--- config.mk ---
export PLATFORM = sky130hd
export DESIGN_NAME = bp_fe_pred_update_sched_flat
export DESIGN_NICKNAME = d
export VERILOG_FILES = /design/src/rtl/bp_fe_pred_update_sched_if.sv /design/src/rtl/bp_fe_pred_update_sched.sv /design/src/flat_wrapper.sv
export SDC_FILE = /design/constraint.sdc
export NUM_CORES = 1
export LEC_CHECK = 0
export CAP_MARGIN = 10
export CORE_ASPECT_RATIO = 0.75
export CORE_MARGIN = 1.5
export CORE_UTILIZATION = 51
export DETAILED_ROUTE_END_ITERATION = 8
export GPL_TIMING_DRIVEN = 0
export PLACE_DENSITY_LB_ADDON = 0.2
export SETUP_SLACK_MARGIN = 0.4
export SLEW_MARGIN = 20
export SYNTH_ARGS = -nofsm -noshare
export SYNTH_HDL_FRONTEND = slang
export SYNTH_SLANG_ARGS = --single-unit
--- constraint.sdc ---
create_clock -name clk_i -period 2.7 [get_ports clk_i]
set_input_delay 0.54 -clock clk_i [delete_from_list [all_inputs] [get_ports clk_i]]
set_output_delay 0.54 -clock clk_i [all_outputs]
set_load 0.02 [all_outputs]
--- src/rtl/bp_fe_pred_update_sched_if.sv ---
// Update-side bundle of the predictor table write scheduler: redirect strobe,
// attaboy ready/valid stream and the table write port.
interface bp_fe_pred_update_sched_if #(
  parameter int idx_width_p  = 6,
  parameter int data_width_p = 16
);
  logic                    redir_v_i;
  logic [idx_width_p-1:0]  redir_idx_i;
  logic [data_width_p-1:0] redir_data_i;

  logic                    attaboy_v_i;
  logic                    attaboy_ready_o;
  logic [idx_width_p-1:0]  attaboy_idx_i;
  logic [data_width_p-1:0] attaboy_data_i;

  logic                    w_v_o;
  logic [idx_width_p-1:0]  w_idx_o;
  logic [data_width_p-1:0] w_data_o;
  logic                    w_force_o;
  logic                    w_yumi_i;

  modport slave (
    input  redir_v_i, redir_idx_i, redir_data_i,
    input  attaboy_v_i, attaboy_idx_i, attaboy_data_i,
    output attaboy_ready_o,
    output w_v_o, w_idx_o, w_data_o, w_force_o,
    input  w_yumi_i
  );

  modport master (
    output redir_v_i, redir_idx_i, redir_data_i,
    output attaboy_v_i, attaboy_idx_i, attaboy_data_i,
    input  attaboy_ready_o,
    input  w_v_o, w_idx_o, w_data_o, w_force_o,
    output w_yumi_i
  );
endinterface

--- src/rtl/bp_fe_pred_update_sched.sv ---
// Predictor table write scheduler: clears the table after reset, then merges
// forced redirect updates (one-entry, latest wins) with queued attaboy updates.
module bp_fe_pred_update_sched #(
  parameter int idx_width_p  = 6,
  parameter int data_width_p = 16,
  parameter int fifo_els_p   = 2
) (
  input  logic       clk_i,
  input  logic       reset_n_i,
  output logic       init_done_o,
  output logic [7:0] drop_count_o,
  bp_fe_pred_update_sched_if.slave bus
);

  localparam int ptr_w_lp = (fifo_els_p > 1) ? $clog2(fifo_els_p) : 1;
  localparam int cnt_w_lp = $clog2(fifo_els_p + 1);

  typedef enum logic {e_init, e_run} state_e;

  state_e state_r, state_n;
  logic   out_en_r;

  logic [idx_width_p-1:0]  sweep_r, sweep_n;
  logic                    hold_v_r, hold_v_n;
  logic [idx_width_p-1:0]  hold_idx_r, hold_idx_n;
  logic [data_width_p-1:0] hold_data_r, hold_data_n;

  logic [idx_width_p-1:0]  fifo_idx_r  [fifo_els_p];
  logic [data_width_p-1:0] fifo_data_r [fifo_els_p];
  logic [ptr_w_lp-1:0]     rd_ptr_r, rd_ptr_n, wr_ptr_r, wr_ptr_n;
  logic [cnt_w_lp-1:0]     cnt_r, cnt_n, flushed;
  logic [7:0]              drop_r, drop_n;
  logic [8:0]              drop_sum;

  logic fifo_empty, fifo_full, fifo_enq, fifo_deq;
  logic ready, w_v, w_force;
  logic [idx_width_p-1:0]  w_idx;
  logic [data_width_p-1:0] w_data;

  function automatic logic [ptr_w_lp-1:0] ptr_inc(input logic [ptr_w_lp-1:0] p);
    return (p == ptr_w_lp'(fifo_els_p - 1)) ? '0 : p + 1'b1;
  endfunction

  assign fifo_empty = (cnt_r == '0);
  assign fifo_full  = (cnt_r == cnt_w_lp'(fifo_els_p));

  always_comb begin
    state_n     = state_r;
    sweep_n     = sweep_r;
    hold_v_n    = hold_v_r;
    hold_idx_n  = hold_idx_r;
    hold_data_n = hold_data_r;
    rd_ptr_n    = rd_ptr_r;
    wr_ptr_n    = wr_ptr_r;
    cnt_n       = cnt_r;
    drop_n      = drop_r;
    flushed     = '0;
    drop_sum    = '0;
    fifo_enq    = 1'b0;
    fifo_deq    = 1'b0;
    ready       = 1'b0;
    w_v         = 1'b0;
    w_force     = 1'b0;
    w_idx       = fifo_idx_r[rd_ptr_r];
    w_data      = fifo_data_r[rd_ptr_r];

    case (state_r)
      e_init: begin
        // out_en_r keeps the write request low until the first edge after reset
        w_v     = out_en_r;
        w_force = 1'b1;
        w_idx   = sweep_r;
        w_data  = '0;
        if (out_en_r && bus.w_yumi_i) begin
          sweep_n = sweep_r + 1'b1;
          if (sweep_r == '1) state_n = e_run;
        end
      end

      e_run: begin
        ready = ~fifo_full & ~bus.redir_v_i;
        w_v   = hold_v_r | ~fifo_empty;
        if (hold_v_r) begin
          w_force = 1'b1;
          w_idx   = hold_idx_r;
          w_data  = hold_data_r;
        end
        fifo_deq = bus.w_yumi_i & ~hold_v_r & ~fifo_empty;
        fifo_enq = bus.attaboy_v_i & ready;

        if (bus.redir_v_i) begin
          hold_v_n    = 1'b1;
          hold_idx_n  = bus.redir_idx_i;
          hold_data_n = bus.redir_data_i;
          // a head written this same cycle completed, so it is not a drop
          flushed  = cnt_r - cnt_w_lp'(fifo_deq);
          drop_sum = {1'b0, drop_r} + 9'(flushed);
          drop_n   = drop_sum[8] ? 8'hff : drop_sum[7:0];
          rd_ptr_n = wr_ptr_r;
          cnt_n    = '0;
        end else begin
          if (bus.w_yumi_i && hold_v_r) hold_v_n = 1'b0;
          if (fifo_deq) rd_ptr_n = ptr_inc(rd_ptr_r);
          if (fifo_enq) wr_ptr_n = ptr_inc(wr_ptr_r);
          cnt_n = cnt_r + cnt_w_lp'(fifo_enq) - cnt_w_lp'(fifo_deq);
        end
      end

      default: state_n = e_init;
    endcase
  end

  always_ff @(posedge clk_i or negedge reset_n_i) begin
    if (!reset_n_i) begin
      state_r     <= e_init;
      out_en_r    <= 1'b0;
      sweep_r     <= '0;
      hold_v_r    <= 1'b0;
      hold_idx_r  <= '0;
      hold_data_r <= '0;
      rd_ptr_r    <= '0;
      wr_ptr_r    <= '0;
      cnt_r       <= '0;
      drop_r      <= '0;
    end else begin
      state_r     <= state_n;
      out_en_r    <= 1'b1;
      sweep_r     <= sweep_n;
      hold_v_r    <= hold_v_n;
      hold_idx_r  <= hold_idx_n;
      hold_data_r <= hold_data_n;
      rd_ptr_r    <= rd_ptr_n;
      wr_ptr_r    <= wr_ptr_n;
      cnt_r       <= cnt_n;
      drop_r      <= drop_n;
    end
  end

  always_ff @(posedge clk_i) begin
    if (fifo_enq) begin
      fifo_idx_r[wr_ptr_r]  <= bus.attaboy_idx_i;
      fifo_data_r[wr_ptr_r] <= bus.attaboy_data_i;
    end
  end

  assign init_done_o         = (state_r == e_run);
  assign drop_count_o        = drop_r;
  assign bus.attaboy_ready_o = ready;
  assign bus.w_v_o           = w_v;
  assign bus.w_idx_o         = w_idx;
  assign bus.w_data_o        = w_data;
  assign bus.w_force_o       = w_force;

endmodule

--- src/flat_wrapper.sv ---
// flat-port wrapper written by rule: the top's interface ports become plain ports
module bp_fe_pred_update_sched_flat 
#(
  parameter int idx_width_p  = 6,
  parameter int data_width_p = 16,
  parameter int fifo_els_p   = 2
)
  (clk_i, reset_n_i, init_done_o, drop_count_o, bus_redir_v_i, bus_redir_idx_i, bus_redir_data_i, bus_attaboy_v_i, bus_attaboy_idx_i, bus_attaboy_data_i, bus_attaboy_ready_o, bus_w_v_o, bus_w_idx_o, bus_w_data_o, bus_w_force_o, bus_w_yumi_i);
  bp_fe_pred_update_sched_if #(.idx_width_p(idx_width_p), .data_width_p(data_width_p)) bus_i ();
  input  logic clk_i;
  input  logic reset_n_i;
  output logic init_done_o;
  output logic [7:0] drop_count_o;
  input wire logic [$bits(bus_i.redir_v_i)-1:0] bus_redir_v_i;
  input wire logic [$bits(bus_i.redir_idx_i)-1:0] bus_redir_idx_i;
  input wire logic [$bits(bus_i.redir_data_i)-1:0] bus_redir_data_i;
  input wire logic [$bits(bus_i.attaboy_v_i)-1:0] bus_attaboy_v_i;
  input wire logic [$bits(bus_i.attaboy_idx_i)-1:0] bus_attaboy_idx_i;
  input wire logic [$bits(bus_i.attaboy_data_i)-1:0] bus_attaboy_data_i;
  output wire logic [$bits(bus_i.attaboy_ready_o)-1:0] bus_attaboy_ready_o;
  output wire logic [$bits(bus_i.w_v_o)-1:0] bus_w_v_o;
  output wire logic [$bits(bus_i.w_idx_o)-1:0] bus_w_idx_o;
  output wire logic [$bits(bus_i.w_data_o)-1:0] bus_w_data_o;
  output wire logic [$bits(bus_i.w_force_o)-1:0] bus_w_force_o;
  input wire logic [$bits(bus_i.w_yumi_i)-1:0] bus_w_yumi_i;
  assign bus_i.redir_v_i = bus_redir_v_i;
  assign bus_i.redir_idx_i = bus_redir_idx_i;
  assign bus_i.redir_data_i = bus_redir_data_i;
  assign bus_i.attaboy_v_i = bus_attaboy_v_i;
  assign bus_i.attaboy_idx_i = bus_attaboy_idx_i;
  assign bus_i.attaboy_data_i = bus_attaboy_data_i;
  assign bus_attaboy_ready_o = bus_i.attaboy_ready_o;
  assign bus_w_v_o = bus_i.w_v_o;
  assign bus_w_idx_o = bus_i.w_idx_o;
  assign bus_w_data_o = bus_i.w_data_o;
  assign bus_w_force_o = bus_i.w_force_o;
  assign bus_i.w_yumi_i = bus_w_yumi_i;
  bp_fe_pred_update_sched #(.idx_width_p(idx_width_p), .data_width_p(data_width_p), .fifo_els_p(fifo_els_p)) u_core (.clk_i(clk_i), .reset_n_i(reset_n_i), .init_done_o(init_done_o), .drop_count_o(drop_count_o), .bus(bus_i));
endmodule
; After elaboration in Yosys (flattened, before gate mapping)
; Memories as Yosys holds them, arrays and structs flattened.
; Index checks and enable logic that the tools add are counted.
[word_totals]
memories = 2
ram_bits = 44
inputBits = 49
wordCells = 63
ff_bits = 43
out_inout_bits = 34
[op_classes]
n_bitwise = 10
mux = 22
eq_ne = 2
n_reduce_logical = 10
add_sub_neg = 7
[mem_list]
columns = name, depth, width, rd, rd_ports_with_merged_regs, write_ports, line
row1 = u_core.fifo_data_r, 2, 16, 1, 0, 1, bp_fe_pred_update_sched.sv:29  ; logic [data_width_p-1:0] fifo_data_r [fifo_els_p];
row2 = u_core.fifo_idx_r, 2, 6, 1, 0, 1, bp_fe_pred_update_sched.sv:28  ; logic [idx_width_p-1:0] fifo_idx_r [fifo_els_p];
[ops]
columns = operator, count
row1 = one-hot mux 16 bit (2 select lines), 1
row2 = 2-to-1 mux 16 bit, 1
row3 = 2-to-1 mux 1 bit, 14
row4 = one-hot mux 6 bit (2 select lines), 1
row5 = adder 8 x 2 -> 9 bit, 1
row6 = 2-to-1 mux 8 bit, 1
row7 = AND reduction 2 bit, 4
row8 = "adder 6 x 1 -> 6 bit, second input constant", 1
row9 = "equality test 6 bit, second input constant", 1
row10 = 2-to-1 mux 6 bit, 1
row11 = inverter 1 bit, 5
row12 = bitwise AND 1 bit, 4
row13 = one-hot mux 1 bit (2 select lines), 2
row14 = nonzero test 2 bit, 2
row15 = subtractor 2 x 1 -> 2 bit, 2
row16 = AND reduction 3 bit, 1
row17 = "adder 1 bit, second input constant", 2
row18 = adder 2 x 1 -> 2 bit, 1
row19 = "equality test 2 bit, second input constant", 1
row20 = logical AND 1 bit, 2
row21 = logical NOT 2 bit, 1
row22 = 2-to-1 mux 2 bit, 1
row23 = OR 1 bit, 1

; Logic depth before layout (Yosys ltp)
[depth]
ltp_word = 7
ltp_mapped = 10
ltp_nobuf = 9

; Worst setup path after synthesis
; Ideal clock, no wire load.
[synth_timing]
kind = register to register
from = reg u_core.hold_v_r
to = reg u_core.drop_r[7], in the netlist u_core.drop_count_o[7]
path_slack_ns = 0.269
t_required_ns = 2.575
n_path_buf = 2
arrival_time_ns = 2.306
synth_period_minus_slack_ns = 2.431
path_stages_with_launch = 11
setup_time_ns = 0.125
path_cell_list = dfrtp_1 -> clkbuf_1 -> nor3b_1 -> ha_1 -> inv_1 -> ha_1 -> fa_1 -> and4_4 -> buf_6 -> nand2b_1 -> mux2_2
[synth_via]
elab_chain_len = 6
[synth_lines]
columns = element, line
row1 = start: declaration, bp_fe_pred_update_sched.sv:24  ; logic hold_v_r, hold_v_n;
row2 = start signal: assignment, bp_fe_pred_update_sched.sv:129  ; hold_v_r <= hold_v_n;
row3 = inverter 1 bit, bp_fe_pred_update_sched.sv:88  ; fifo_deq = bus.w_yumi_i & ~hold_v_r & ~fifo_empty;
row4 = bitwise AND 1 bit (2 in a row), bp_fe_pred_update_sched.sv:88
row5 = subtractor 2 x 1 -> 2 bit, bp_fe_pred_update_sched.sv:96  ; flushed = cnt_r - cnt_w_lp'(fifo_deq);
row6 = adder 8 x 2 -> 9 bit, bp_fe_pred_update_sched.sv:97  ; drop_sum = {1'b0, drop_r} + 9'(flushed);
row7 = 2-to-1 mux 8 bit, bp_fe_pred_update_sched.sv:98  ; drop_n = drop_sum[8] ? 8'hff : drop_sum[7:0];
row8 = end signal: assignment, bp_fe_pred_update_sched.sv:135  ; drop_r <= drop_n;
row9 = end: declaration, bp_fe_pred_update_sched.sv:32  ; logic [7:0] drop_r, drop_n;
; No other way between the ends.
; A chain may end at the register's enable or synchronous reset.

; Worst setup path in the final report
; Same ends and word-level chain as after synthesis.

==> impl_metrics.py <==
metrics = {
    "status": {
        "status": "completed",
    },
    "setup_path": {
        "critPathLaunchType": "flop",
        "timing.rr.end": "u_core.drop_count_o[7]",
        "slowest_stage": "dfrtp_1",
        "regToRegSetupSlack_ns": 0.38,
        "worstPathMaxFanout": 6,
        "worst_path_most_repeated_cell": "ha_4",
        "max_stage_delay_ns": 0.41,
        "r2r_start": "u_core.hold_v_r",
        "arrival_ns": 2.56,
        "cp_cell_sequence": "buf_8 -> nor3b_4 -> ha_4 -> inv_4 -> ha_4 -> fa_2 -> and4_4 -> buf_6 -> nand2b_4 -> mux2_4",
        "end_kind": "flop",
        "crit_type": "flop to flop",
        "r2r_cells": 10,
        "worstPathRequired_ns": 2.94,
    },
    "synthesis": {
        "synth_top_cell_area_share_pct": 34.16,
        "synth_area_um2": 3867,
        "yosys.area.top_type": "edfxtp_1",
        "synth_nets": 402,
        "ys_ff_latch": 87,
        "synth_most_common_cell": "nand2_1",
        "ys_async_sr_fraction_pct": 49.43,
        "yosysWarnings": 0,
        "ys.flop_type": "edfxtp_1",
        "ys_seq_area_share_pct": 61.99,
        "syn_area_per_cell_um2": 11.15,
        "synth-edff-count": 44,
        "ys_types": 34,
        "synth_commonest_cells": "nand2_1, edfxtp_1, dfrtp_1",
        "syn_inst": 347,
        "netlist_top_cells_area": "edfxtp_1, dfrtp_1, nand2_1",
    },
    "cts": {
        "ctsRootBufferMaster": "clkbuf_8",
        "cts_made_buffers": 9,
        "clk_pin_slew_ns": 0.09,
        "insertion_delay_ns": 0.35,
        "cts-hold-fix-buffers": 0,
        "cts_buffer_depth": 2,
        "h-tree-depth": 3,
        "cts_sinks": 87,
        "cts_tree": "done",
    },
    "global_route": {
        "grt_pass1_wl_um": 14860,
        "gr-usage-all-layers_pct": 24.08,
        "grt_pass1_vias": 2921,
        "antenna_found_initial": 0,
        "grt_overflow": 0,
        "grt_max_degree": 27,
    },
    "placement": {
        "gp_congestion": 0.8366,
        "port_buffers": 82,
        "dp.cells": 531,
        "dp_hpwl_um": 6029,
    },
    "timing": {
        "finalSetupViolations": 0,
        "clock-skew-final_ns": 0.01413,
        "timing.setup.tns_ns": 0,
        "fmax_mhz": 430.8,
        "rsz0062_at_grt": "yes",
        "maxSlewViolCount": 0,
        "finalCritPeriodShare_pct": 85.96,
        "slew_headroom_pct": 60.82,
        "hold_viol_final": 0,
        "tightestPinTransition_ns": 0.5877,
        "final.min_clock_period_ns": 2.321,
    },
    "cells_and_area": {
        "fillCellCount": 544,
        "drive_gt1_share_pct": 20.17,
        "fin_cells": 562,
        "finish.net_count": 511,
        "antenna_cells": 0,
        "area_growth_pct": 34.94,
    },
    "floorplan": {
        "rows": 27,
        "pin_count": 83,
        "fp.coreArea_um2": 7331,
        "die_area_um2": 8120,
        "die_w_um": 103.6,
        "die_h_um": 78.42,
        "start_util_pct": 52.76,
    },
    "routing": {
        "drtIter0Drc": 163,
        "ant_nets": 0,
        "post_drt_via_cell_ratio": 5.295,
        "vias": 2976,
        "drtPass1Iterations": 5,
        "drc": 0,
        "wl_um": 9471,
        "wl_per_cell_um": 16.85,
    },
    "pwr": {
        "leakage_nw": 2.205,
        "peakVddDrop_mv": 0.3348,
        "p_per_area_nw_per_um2": 528.1,
    },
    "hold_path": {
        "min_path_type": "primary input to asynchronous set/reset pin",
    },
    "job": {
        "max-cap-violations": 0,
    },
}
placed cells by master, fill, tap and decap left out, types with 3 or more instances in the layout:
cell,n
a21oi_1,3
ha_4,3
nor3_1,3
clkbuf_2,12
buf_12,3
nand2_1,106
and2_1,16
mux2i_1,22
nand3_1,9
mux2_2,6
inv_1,3
clkbuf_8,9
xnor2_1,4
buf_2,15
o21ai_0,22
edfxtp_1,44
nor2_4,3
nor2_1,7
xor2_1,5
clkdlybuf4s50_1,56
dfrtp_1,41
clkbuf_1,6
buf_4,16
metrics by stage:
stage	setup WS (ns)	util [%]	power [mW]	cell area, um^2	hold slack [ns]
2_1_floorplan	0.3555	-	1.694	3877	0.2444
3_3_place_gp	-0.3264	65.81	1.895	4825	0.4598
3_5_place_dp	-0.4148	66.09	1.920	4845	0.4626
4_1_cts	0.3234	71.48	2.778	5240	0.1187
5_1_grt	0.3381	71.19	2.852	5219	0.1382
6_report	0.3790	71.19	2.756	5219	0.1136
flip-flops by register name (all words and copies together), names as in the netlist, 2 cells and up:
name,flops
u_core.fifo_data_r,32
u_core.hold_idx_r,6
u_core.cnt_r,2
u_core.hold_data_r,16
u_core.drop_count_o,8
u_core.fifo_idx_r,12
u_core.sweep_r,6
worst max-delay path by stage:
stage / start / to / cells past startpoint
final: u_core.hold_v_r / u_core.drop_count_o[7] / 10
after global routing: u_core.hold_v_r / u_core.drop_count_o[7] / 10
after CTS: u_core.rd_ptr_r / bus_w_idx_o[4] / 7
after detailed placement: bus_w_yumi_i / u_core.drop_count_o[7] / 9
after global placement: bus_w_yumi_i / u_core.drop_count_o[7] / 9
after floorplan: bus_w_yumi_i / u_core.drop_count_o[7] / 9
timing repair:
item                       CTS  global route
buffers inserted             9             4
gates resized for setup     97            38
pin swaps                    4             4
gates cloned                 0             2
setup endpoints to repair   54            52
report_power, final:
group / internal (mW) / switching [mW] / leakage, nW
combinational: 0.187 / 0.190 / 1.14
sequential: 1.44 / 0.0521 / 0.977
clock: 0.429 / 0.457 / 0.0912
critical path: cells and delay by family (launching register included):
family	cells	cell delay, ns
fa+ha+maj	3	0.68
buf+inv	3	0.30
flops	1	0.41
mux	1	0.25
simple gates	3	0.57
area by class of cell:
| class | instances | area, um^2 | area share [%] |
|---|---|---|---|
| sequential | 87 | 2400 | 45.98 |
| multi-input combinational | 239 | 1481 | 28.39 |
| timing repair buffer | 97 | 843.3 | 16.16 |
| buffer | 18 | 160.2 | 3.069 |
| clock buffer | 11 | 131.4 | 2.517 |
| tap | 101 | 126.4 | 2.421 |
| clock inverter | 5 | 58.81 | 1.127 |
| inverter | 4 | 17.52 | 0.3357 |
routing by layer:
| metal | vias up | routed length, um | track usage [%] |
|---|---|---|---|
| li1 | 1400 | - | - |
| met1 | 1464 | 4275 | 31.82 |
| met2 | 102 | 4515 | 39.33 |
| met3 | 10 | 600 | 6.728 |
| met4 | 0 | 79 | 7.083 |
| met5 | - | 0 | 0 |
kinds of logic after synthesis:
family,Yosys count,synth area share (%)
other,1,0.09696
adder cells (fa/ha/maj),6,2.135
flip-flops,87,61.99
buffers and inverters,22,2.718
XOR/XNOR,10,2.265
AND/OR/NAND/NOR,156,17.79
AO/OA/AOI/OAI,35,5.015
multiplexers,30,7.991
No activity file was read; power rests on OpenSTA's default activity.
